<file path="config.mk">
export PLATFORM = sky130hd
export DESIGN_NAME = instr_fetch
export DESIGN_NICKNAME = d
export VERILOG_FILES = /design/src/rtl/instr_fetch.sv
export SDC_FILE = /design/constraint.sdc
export NUM_CORES = 1
export LEC_CHECK = 0
export ABC_AREA = 1
export CAP_MARGIN = 25
export CELL_PAD_IN_SITES_DETAIL_PLACEMENT = 0
export CELL_PAD_IN_SITES_GLOBAL_PLACEMENT = 1
export CORE_MARGIN = 5
export CORE_UTILIZATION = 30
export DETAILED_ROUTE_END_ITERATION = 10
export PLACE_DENSITY = 0.76
export SLEW_MARGIN = 20
export SYNTH_ARGS = -nofsm -noshare
export SYNTH_HDL_FRONTEND = slang
export SYNTH_SLANG_ARGS = --single-unit
</file>
<file path="constraint.sdc">
create_clock -name clk -period 6.3 [get_ports clk]
set_input_delay 0.945 -clock clk [delete_from_list [all_inputs] [get_ports clk]]
set_output_delay 0.945 -clock clk [all_outputs]
set_load 0.005 [all_outputs]
</file>
<file path="src/rtl/instr_fetch.sv">
// RV32I fetch stage: PC register, combinational imem address, small {pc,instr} FIFO toward decode.
// Optional misaligned-redirect trap is compiled in with FETCH_ALIGN_CHECK_EN.
module instr_fetch #(
    parameter logic [31:0] RESET_PC   = 32'h0000_0000,
    parameter int          FIFO_DEPTH = 2,
    parameter logic [31:0] NOP_INSTR  = 32'h0000_0013
) (
    input  logic        clk,
    input  logic        rst,
    output logic [31:0] imem_addr,
    input  logic [31:0] imem_data,
    input  logic        redirect_valid,
    input  logic [31:0] redirect_pc,
    output logic        out_valid,
    output logic [31:0] out_instr,
    output logic [31:0] out_pc,
    input  logic        out_ready,
    output logic        fetch_fault
);

    localparam int PTR_W = $clog2(FIFO_DEPTH);
    localparam int CNT_W = PTR_W + 1;
    localparam logic [PTR_W-1:0] PTR_ONE   = PTR_W'(1);
    localparam logic [CNT_W-1:0] CNT_ONE   = CNT_W'(1);
    localparam logic [CNT_W-1:0] DEPTH_CNT = CNT_W'(FIFO_DEPTH);

`ifdef FETCH_ALIGN_CHECK_EN
    typedef enum logic [0:0] {RUN = 1'b0, FAULT = 1'b1} state_t;
`else
    typedef enum logic [0:0] {RUN = 1'b0} state_t;
`endif

    state_t            state;
    state_t            state_next;
    logic [31:0]       pc;
    logic [31:0]       pc_next;
    logic [PTR_W-1:0]  wr_ptr;
    logic [PTR_W-1:0]  rd_ptr;
    logic [CNT_W-1:0]  count;
    logic [31:0]       mem_pc    [FIFO_DEPTH];
    logic [31:0]       mem_instr [FIFO_DEPTH];
    logic              push;
    logic              pop;
    logic              full;
    logic              misaligned;

    assign imem_addr  = pc;
    assign out_valid  = (count != '0);
    assign out_instr  = out_valid ? mem_instr[rd_ptr] : NOP_INSTR;
    assign out_pc     = out_valid ? mem_pc[rd_ptr]    : 32'h0000_0000;
    assign misaligned = (redirect_pc[1:0] != 2'b00);

`ifdef FETCH_ALIGN_CHECK_EN
    assign fetch_fault = (state == FAULT);
`else
    assign fetch_fault = 1'b0;
`endif

    always_comb begin
        state_next = state;
        pc_next    = pc;
        pop        = out_valid & out_ready;
        full       = (count == DEPTH_CNT);
        push       = (state == RUN) && !redirect_valid && (!full || pop);
        if (redirect_valid) begin
`ifdef FETCH_ALIGN_CHECK_EN
            // A misaligned target is kept verbatim so the faulting address stays visible.
            state_next = misaligned ? FAULT : RUN;
            pc_next    = misaligned ? redirect_pc : (redirect_pc & 32'hFFFF_FFFC);
`else
            state_next = RUN;
            pc_next    = redirect_pc & 32'hFFFF_FFFC;
`endif
        end else if (push) begin
            pc_next = pc + 32'd4;
        end
    end

    always_ff @(posedge clk) begin
        if (rst) begin
            state  <= RUN;
            pc     <= RESET_PC;
            wr_ptr <= '0;
            rd_ptr <= '0;
            count  <= '0;
        end else begin
            state <= state_next;
            pc    <= pc_next;
            if (redirect_valid) begin
                // Flush wins over any same-cycle push; a same-cycle pop was already consumed.
                wr_ptr <= '0;
                rd_ptr <= '0;
                count  <= '0;
            end else begin
                if (push) wr_ptr <= wr_ptr + PTR_ONE;
                if (pop)  rd_ptr <= rd_ptr + PTR_ONE;
                case ({push, pop})
                    2'b10:   count <= count + CNT_ONE;
                    2'b01:   count <= count - CNT_ONE;
                    default: count <= count;
                endcase
            end
        end
    end

    // Buffer storage carries no reset; validity is tracked by count alone.
    always_ff @(posedge clk) begin
        if (push) begin
            mem_pc[wr_ptr]    <= pc;
            mem_instr[wr_ptr] <= imem_data;
        end
    end

endmodule

</file>
# Yosys cells after proc, flatten, opt, wreduce, memory -nomap -nowiden
# Memory sizes are Yosys's and may differ from the RTL's. A register that Yosys moved wholly into a read port is not among the register bits.
# Index checks and enable logic that the tools add are counted.
# totals
ff_bits	36
latchBits	0
ram_bits	128
rom_bits	0
wordCells	35
memories	2
# classes
add_sub_neg	5
multipliers	0
div_mod_pow	0
n_lt_le_gt_ge	0
n_eq_ne	3
shifts	0
muxes	11
bitwise_logic	1
n_reduce_logical	8
# memory_table
memory	words	word_bits	read_ports	rd_clocked_by_memory_dff	wr	line	rtl
mem_instr	2	32	1	1	1	41	logic [31:0] mem_instr [FIFO_DEPTH];
mem_pc	2	32	1	1	1	40	logic [31:0] mem_pc [FIFO_DEPTH];
# ops
operator	count
32-bit 2-to-1 mux	4
32-bit by 3-bit adder with 32-bit output (second input constant)	1
1-bit 2-to-1 mux	6
2-bit nonzero test	3
2-bit equality test (second input constant)	2
2-bit case mux with 2 select lines	1
1-bit adder (second input constant)	2
2-bit by 1-bit adder with 2-bit output (second input constant)	1
2-bit by 1-bit equality test with 1-bit output (second input constant)	1
1-bit logical NOT	2
2-bit OR reduction	1
2-bit by 1-bit subtractor with 2-bit output (second input constant)	1
1-bit bitwise AND	1
1-bit logical AND	1
1-bit logical OR	1

# Longest topological paths before layout
# Gate-level depths: netlist of the first run.
# depth
word_depth	6
depth_mapped	10
ltp_nobuf	10

# Worst setup path before layout of the first run
# No wires, ideal clock.
# synth_timing
path_type	in2reg
startpoint	input redirect_valid
endpoint	memory mem_instr[0][0], enable pin
arrival_time_ns	4.096
setup_slack_ns	1.721
cell_stages	5
path_buffers	2
cell_sequence	buf_2 -> inv_2 -> nand2_1 -> buf_2 -> nor2_1
# synth_via
elab_chain_cells	4
# synth_lines
item	line	rtl
start, declared	12	input logic redirect_valid,
1-bit logical NOT	64	push = (state == RUN) && !redirect_valid && (!full || pop);
1-bit logical AND	64	
1-bit 2-to-1 mux	108	if (push) begin
1-bit 2-to-1 mux (implied by the code)	110	mem_instr[wr_ptr] <= imem_data;
end, declared	41	
# Every way passes these cells.

==> results of run 1 <==
layer usage:
metal | vias up | track usage (%)
li1 | 2727 | -
met1 | 2480 | 18.6
met2 | 146 | 23.4
met3 | 18 | 2.91
met4 | 0 | 4.69
met5 | - | 0
critical path: stages, from the launching register on:
cell and delay (ns):
dfxtp_2 0.32, inv_2 0.44, buf_4 0.46, nand2_1 0.10, a21oi_1 0.14, clkdlybuf4s50_1 0.62
registers in the layout, indices dropped and copies added, names as in the netlist, named ones only:
register and count:
mem_pc 60, rd_ptr 1, imem_addr 30, wr_ptr 1, mem_instr 64, count 2
final timing paths:
path / startpoint / to / cells past startpoint
setup / recovery: register / out_pc[14] / 5
hold / removal: wr_ptr$_SDFFE_PP0N_ / wr_ptr$_SDFFE_PP0N_ / 2
setup reg to reg: count[0]$_SDFFE_PP0P_ / mem_instr[1][24]$_DFFE_PP_ / 6
hold reg to reg: wr_ptr$_SDFFE_PP0N_ / wr_ptr$_SDFFE_PP0N_ / 2
cell usage after synthesis (all sizes together):
library cell  number
a211oi             1
a21oi             86
a22oi              5
a311oi             1
a31oi             10
and2               2
buf               13
clkbuf            24
conb               1
dfxtp             35
edfxtp           124
ha                 2
inv               41
nand2            243
nand3             39
nand4              3
nor2              60
nor3               5
nor3b              3
o21ai             14
o21bai             2
xnor2              1
xor2               2
per-stage QoR:
stage	setup slack, ns	instance area, µm²	hold slack, ns	util [%]
after floorplan	1.72	6990	0.458	-
after global placement	2.64	8900	0.519	39.1
after detailed placement	2.64	8900	0.527	39.1
after CTS	2.79	9460	0.536	41.5
after global routing	2.66	9460	0.552	41.5
final	2.85	9460	0.528	41.5
cells by family after synthesis:
logic type / after synthesis
compound gates: 119
xor+xnor: 3
flops: 159
simple gates: 355
other cells: 1
fa+ha+maj: 2
buf+inv: 78
power breakdown:
part,internal [mW],total (mW),switching [mW]
registers,1.19,1.22,0.0365
logic,0.119,0.227,0.108
clock network,0.548,0.973,0.426
cell type report:
cell class	instances	area [µm²]
inverters	41	154
flip-flops and latches	159	4430
multi-input cells	484	2260
clock inverters	15	135
clock buffers	17	425
repair buffers	166	1670
fillers	2212	13300
well taps	313	392
==> results.sh, run 1 <==
export IMPL_h_tree_depth=4
export IMPL_first_pass_iters=4
export IMPL_yosys_area_share_adder_pct=0.359
export IMPL_drtIter0Drc=278
export IMPL_nNetsFinal=939
export IMPL_netlist_instances=717
export IMPL_wl_met3_um=1040
export IMPL_hold_violations=0
export IMPL_end_kind="primary output"
export IMPL_route_detailed_wl_per_inst_um=15.5
export IMPL_leakagePower_nw=3.24
export IMPL_row_count=55
export IMPL_coreArea_um2=22800
export IMPL_hold_path_class="register to register"
export IMPL_top_layer="met4"
export IMPL_synth_xor_area_share_pct=0.377
export IMPL_cts_buffers_inserted=17
export IMPL_wl_met2_um=8800
export IMPL_synth_top_area_share_pct=53.4
export IMPL_dp_hpwl_um=12600
export IMPL_max_slew_margin_rel_pct=44.0
export IMPL_cts_hold_buf=0
export IMPL_setup_tns_ns=0
export IMPL_grt_antenna_before_repair=0
export IMPL_grt_pass1_vias=5262
export IMPL_grt_start_max_net_pins=63
export IMPL_clockBufferDepth=2
export IMPL_layout_min_cycle_time_ns=3.45
export IMPL_synth_compound_area_share_pct=9.33
export IMPL_max_freq_ghz=0.290
export IMPL_grt_pass1_wl_um=28900
export IMPL_rrSetupSlack_ns=4.02
export IMPL_final_common_cell="nand2_1"
export IMPL_cts_tree="built"
export IMPL_power_mw=2.42
export IMPL_placed_cells=1163
export IMPL_ir_drop_v=0.000138
export IMPL_yosys_area_share_simple_pct=21.8
export IMPL_synth_cell_types=33
export IMPL_area_growth_pct=35.7
export IMPL_ios=166
export IMPL_synth_top_area_cell="edfxtp_1"
export IMPL_syn_area_per_cell_um2=9.73
export IMPL_post_cts_buffers=0
export IMPL_cts_root_buf="clkbuf_16"
export IMPL_final_cells=1195
export IMPL_power_density_nw_per_um2=256
export IMPL_wl_met1_um=8340
export IMPL_dieHeight_um=162
export IMPL_required_ns=5.35
export IMPL_n_antenna_cell=0
export IMPL_cts_resized=0
export IMPL_die_w_um=162
export IMPL_ant_nets=0
export IMPL_rsz0062_at_grt="no"
export IMPL_synth_seq_cells=159
export IMPL_yosys_top_cells_area="edfxtp_1 (53%), nand2_1 (13%), dfxtp_1 (10%)"
export IMPL_slew_violations=0
export IMPL_maxCapViolCount=0
export IMPL_die_area_um2=26400
export IMPL_grt_total_usage_pct=14.1
export IMPL_cp_max_fo=32
export IMPL_initial_core_util_pct=30.6
export IMPL_final_cell_mix="nand2_1 (234), clkdlybuf4s50_1 (158), edfxtp_1 (124)"
export IMPL_path_clk_slew_ns=0.06
export IMPL_drive_gt1_share_pct=8.84
export IMPL_status="finished, final reports clean"
export IMPL_skew_ns=0.0152
export IMPL_via_count=5371
export IMPL_yosysWarningCount=0
export IMPL_clock_sinks=159
export IMPL_yosys_mux_area_fraction_pct=0
export IMPL_worstSetupPathType="register to primary output"
export IMPL_drcViolationCount=0
export IMPL_wirelength_um=18500
export IMPL_synth_seq_area_share_pct=63.4
export IMPL_io_buffer_count=158
export IMPL_cp_arrival_ns=2.50
export IMPL_setup_viol=0
export IMPL_netlist_area_um2=6970
export IMPL_synth_top_family_by_area="simple AND/OR/NAND/NOR gates"
export IMPL_clk_latency_ns=0.42
export IMPL_startpoint_type="register"
export IMPL_grt_overflow_total=0
export IMPL_via_per_inst=4.49
export IMPL_min_period_over_period_pct=54.7
export IMPL_globalplace_congestion=0.788
export IMPL_tightest_slew_ns=0.838
Power figures use the tool's default switching activity.
==> run 2: changes to the inputs <==
==> constraint.sdc (replaced) <==
create_clock -name clk -period 3.2 [get_ports clk]
set_input_delay 0.48 -clock clk [delete_from_list [all_inputs] [get_ports clk]]
set_output_delay 0.48 -clock clk [all_outputs]
set_load 0.005 [all_outputs]
==> results.sh, run 2 (same netlist as run 1, synthesis figures left out) <==
export IMPL_status="finished, final reports clean"
export IMPL_max_slew_margin_rel_pct=66.1
export IMPL_min_period_over_period_pct=83.8
export IMPL_io_buffer_count=158
export IMPL_via_count=5382
export IMPL_required_ns=2.72
export IMPL_hold_path_class="register to register"
export IMPL_hold_violations=0
export IMPL_min_from="wr_ptr$_SDFFE_PP0N_"
export IMPL_p_switching_mw=1.07
export IMPL_dp_hpwl_um=12900
export IMPL_clk_latency_ns=0.42
export IMPL_coreArea_um2=22800
export IMPL_place_area_um2=8950
export IMPL_skew_ns=0.0152
export IMPL_nNetsFinal=944
export IMPL_grt_pass1_vias=5235
export IMPL_clockPowerShare_pct=41.4
export IMPL_slew_violations=0
export IMPL_largest_reg_flops=64
export IMPL_worstSetupPathType="register to primary output"
export IMPL_ios=166
export IMPL_route_detailed_wl_per_inst_um=15.5
export IMPL_setup_slack_ns=0.517
export IMPL_globalplace_congestion=0.760
export IMPL_final_common_cell="nand2_1"
export IMPL_r2r_start="count[0]$_SDFFE_PP0P_"
export IMPL_startpoint_type="register"
export IMPL_post_cts_buffers=0
export IMPL_ir_drop_v=0.000234
export IMPL_die_w_um=162
export IMPL_clockBufferDepth=2
export IMPL_combinationalPowerShare_pct=9.2
export IMPL_row_count=55
export IMPL_grt_pass1_wl_um=29300
export IMPL_power_frac_seq_pct=49.4
export IMPL_grt_start_max_net_pins=63
export IMPL_n_antenna_cell=0
export IMPL_final_cell_mix="nand2_1 (234), clkdlybuf4s50_1 (158), edfxtp_1 (124)"
export IMPL_cts_buffers_inserted=17
export IMPL_design_area_um2=9550
export IMPL_swShare_pct=21.9
export IMPL_cts_resized=0
export IMPL_rrSetupSlack_ns=1.33
export IMPL_drtIter0Drc=343
export IMPL_holdWs_ns=0.521
export IMPL_max_freq_ghz=0.373
export IMPL_cts_hold_buf=0
export IMPL_tightest_slew_ns=0.507
export IMPL_via_per_inst=4.49
export IMPL_cts_tree="built"
export IMPL_max_flop_register="mem_instr"
export IMPL_initial_core_util_pct=30.6
export IMPL_clock_sinks=159
export IMPL_power_density_nw_per_um2=511
export IMPL_first_pass_iters=4
export IMPL_grt_antenna_before_repair=0
export IMPL_dieHeight_um=162
export IMPL_leakagePower_nw=3.30
export IMPL_grt_total_usage_pct=14.3
export IMPL_maxCapViolCount=0
export IMPL_die_area_um2=26400
export IMPL_path_clk_slew_ns=0.06
export IMPL_setup_viol=0
export IMPL_wirelength_um=18700
export IMPL_cp_max_fo=34
export IMPL_internal_power_mw=3.81
export IMPL_holdPathStages=2
export IMPL_cts_root_buf="clkbuf_16"
export IMPL_end_kind="primary output"
export IMPL_drcViolationCount=0
export IMPL_holdPathEnd="wr_ptr$_SDFFE_PP0N_"
export IMPL_drive_gt1_share_pct=9.02
export IMPL_rr_endpoint="imem_addr[9]$_SDFFE_PP0P_"
export IMPL_cp_arrival_ns=2.20
export IMPL_r2r_cells=7
export IMPL_rsz0062_at_grt="no"
export IMPL_grt_overflow_total=0
export IMPL_h_tree_depth=4
export IMPL_place_ws_ns=0.849
export IMPL_layout_min_cycle_time_ns=2.68
export IMPL_ant_nets=0
export IMPL_setup_tns_ns=0
export IMPL_area_growth_pct=36.9
## run 2: cell count changes in the layout (fill, tap and decap cells not counted)
cell / change
clkbuf_1: +4
buf_4: +4
clkinv_1: -1
inv_4: +2
clkbuf_16: +3
clkinvlp_4: -3
clkinv_4: -2
buf_12: +1
clkbuf_8: +1
inv_6: -4
## run 2: worst max-delay path by stage
stage                               start                   endpoint  slack [ns]  cells after the start
floorplan                  redirect_valid  mem_instr[0][0]$_DFFE_PP_        0.14                      5
detailed placement              out_ready  imem_addr[9]$_SDFFE_PP0P_        0.85                      8
finish              count[1]$_SDFFE_PP0P_                 out_pc[11]        0.52                      4
CTS                 count[1]$_SDFFE_PP0P_                 out_pc[11]        0.45                      4
global route        count[1]$_SDFFE_PP0P_                 out_pc[19]        0.33                      4
global placement                out_ready  imem_addr[9]$_SDFFE_PP0P_        0.85                      8
## run 2: final cells by class
type                            instances  area, µm²
Multi-Input combinational cell        484       2260
Timing Repair Buffer                  171       1720
Tap cell                              313        392
Clock buffer                           25        529
Sequential cell                       159       4430
Clock inverter                          7       68.8
Fill cell                            2255      13200
Inverter                               41        154
## run 2: metrics by stage
stage / instances / total power, mW / utilization (%)
finish: 1200 / 4.88 / 41.9
global route: 1200 / 5.10 / 41.9
CTS: 1200 / 4.93 / 41.9
detailed placement: 1168 / 2.91 / 39.3
global placement: 1168 / 2.90 / 39.3
floorplan: 721 / 2.62 / -
## run 2: critical path, stage by stage, from the launching register on
cell	delay, ns
dfxtp_1	0.36
nor2_4	0.39
buf_4	0.44
a21oi_1	0.10
clkdlybuf4s50_1	0.51
## run 2: power by group through the flow
| stage | clock network (mW) | registers, mW | logic, mW |
|---|---|---|---|
| after detailed placement | 0 | 2.46 | 0.456 |
| after global routing | 2.18 | 2.42 | 0.497 |
| after floorplan | 0 | 2.43 | 0.190 |
| after global placement | 0 | 2.45 | 0.450 |
| final | 2.02 | 2.41 | 0.449 |
| after CTS | 2.06 | 2.41 | 0.458 |
## run 2: layer usage
metal	wire length, µm	global-route usage (%)
met5	0	0
met4	108	3.23
met3	1020	3.42
met2	8670	22.9
met1	8860	19.8
==> run 3: changes to the inputs <==
==> constraint.sdc (replaced) <==
create_clock -name clk -period 2.5 [get_ports clk]
set_input_delay 0.375 -clock clk [delete_from_list [all_inputs] [get_ports clk]]
set_output_delay 0.375 -clock clk [all_outputs]
set_load 0.005 [all_outputs]
==> results.sh, run 3 (same netlist as run 1, synthesis figures left out) <==
export IMPL_final_util_pct=42.5
export IMPL_via_per_inst=4.48
export IMPL_h_tree_depth=4
export IMPL_dieHeight_um=162
export IMPL_grt_start_max_net_pins=63
export IMPL_rsz0062_at_grt="no"
export IMPL_final_common_cell="nand2_1"
export IMPL_drive_gt1_share_pct=10.2
export IMPL_drcViolationCount=0
export IMPL_post_cts_buffers=0
export IMPL_place_ws_ns=0.359
export IMPL_worstSetupPathType="register to primary output"
export IMPL_placed_cells=1173
export IMPL_grt_antenna_before_repair=0
export IMPL_drtIter0Drc=359
export IMPL_grt_pass1_vias=5281
export IMPL_skew_ns=0.0113
export IMPL_cts_root_buf="clkbuf_16"
export IMPL_area_growth_pct=38.9
export IMPL_cp_arrival_ns=1.97
export IMPL_clock_sinks=159
export IMPL_max_freq_ghz=0.427
export IMPL_die_w_um=162
export IMPL_end_kind="primary output"
export IMPL_power_mw=6.47
export IMPL_grt_overflow_total=0
export IMPL_ir_drop_v=0.000363
export IMPL_first_pass_iters=4
export IMPL_final_cells=1206
export IMPL_globalplace_congestion=0.788
export IMPL_ant_nets=0
export IMPL_hold_violations=0
export IMPL_status="finished, final reports clean"
export IMPL_setup_tns_ns=0
export IMPL_initial_core_util_pct=30.6
export IMPL_holdWs_ns=0.526
export IMPL_ios=166
export IMPL_via_count=5406
export IMPL_layout_min_cycle_time_ns=2.34
export IMPL_cts_tree="built"
export IMPL_cts_hold_buf=0
export IMPL_row_count=55
export IMPL_setup_viol=0
export IMPL_grt_total_usage_pct=14.2
export IMPL_coreArea_um2=22800
export IMPL_cts_buffers_inserted=17
export IMPL_regArea_um2=4430
export IMPL_required_ns=2.12
export IMPL_clockBufferDepth=2
export IMPL_io_buffer_count=158
export IMPL_grt_pass1_wl_um=29000
export IMPL_fillers=2210
export IMPL_max_flop_register="mem_instr"
export IMPL_nNetsFinal=950
export IMPL_place_area_um2=9000
export IMPL_startpoint_type="register"
export IMPL_final_cell_mix="nand2_1 (234), clkdlybuf4s50_1 (158), edfxtp_1 (124)"
export IMPL_dp_hpwl_um=12900
export IMPL_largest_reg_flops=64
export IMPL_wirelength_um=18900
export IMPL_setup_slack_ns=0.158
export IMPL_leakagePower_nw=3.37
export IMPL_design_area_um2=9690
export IMPL_route_detailed_wl_per_inst_um=15.7
export IMPL_path_clk_slew_ns=0.06
export IMPL_slew_violations=0
export IMPL_power_density_nw_per_um2=667
export IMPL_n_antenna_cell=0
export IMPL_cp_max_fo=25
export IMPL_min_period_over_period_pct=93.7
export IMPL_clk_latency_ns=0.42
export IMPL_multiInputGateArea_um2=2260
export IMPL_die_area_um2=26400
export IMPL_maxCapViolCount=0
export IMPL_hold_path_class="register to register"
-- run 3: critical path: stages (launching register included) --
cell and delay (ns):
dfxtp_2 0.35, inv_4 0.17, clkbuf_16 0.25, nand2_1 0.07
a21oi_1 0.12, clkdlybuf4s50_1 0.59
-- run 3: final timing paths --
path	start	endpoint	slack [ns]	cells after the start
worst max register to register	imem_addr[2]$_SDFFE_PP0P_	imem_addr[26]$_SDFFE_PP0P_	0.68	10
worst min-delay path	wr_ptr$_SDFFE_PP0N_	wr_ptr$_SDFFE_PP0N_	0.53	2
worst min register to register	wr_ptr$_SDFFE_PP0N_	wr_ptr$_SDFFE_PP0N_	0.53	2
worst max-delay path	register	out_pc[13]	0.16	5
-- run 3: area by class of cell --
cell class | count | share of cell area, %
Sequential cell | 159 | 45.7
Clock buffer | 19 | 4.91
Clock inverter | 13 | 1.78
Multi-Input combinational cell | 484 | 23.4
Inverter | 41 | 1.61
Tap cell | 313 | 4.04
Timing Repair Buffer | 177 | 18.6
-- run 3: power breakdown --
group	internal, mW	switching (mW)	leakage [nW]
logic	0.315	0.280	1.58
registers	2.99	0.0900	1.47
clock network	1.71	1.08	0.317
-- run 3: repair_timing --
action                                  CTS  global route
pin swaps                                 0             0
endpoints found under the setup margin   13            33
cloned                                    0             1
gates resized for setup                   1             5
-- run 3: per-layer routing --
layer / vias up / GRT usage, % / part of all wire (%)
li1: 2746 / - / -
met4: 0 / 4.11 / 1.4
met2: 148 / 22.8 / 47
met5: - / 0 / 0
met3: 16 / 3.57 / 6.3
met1: 2496 / 19.0 / 46
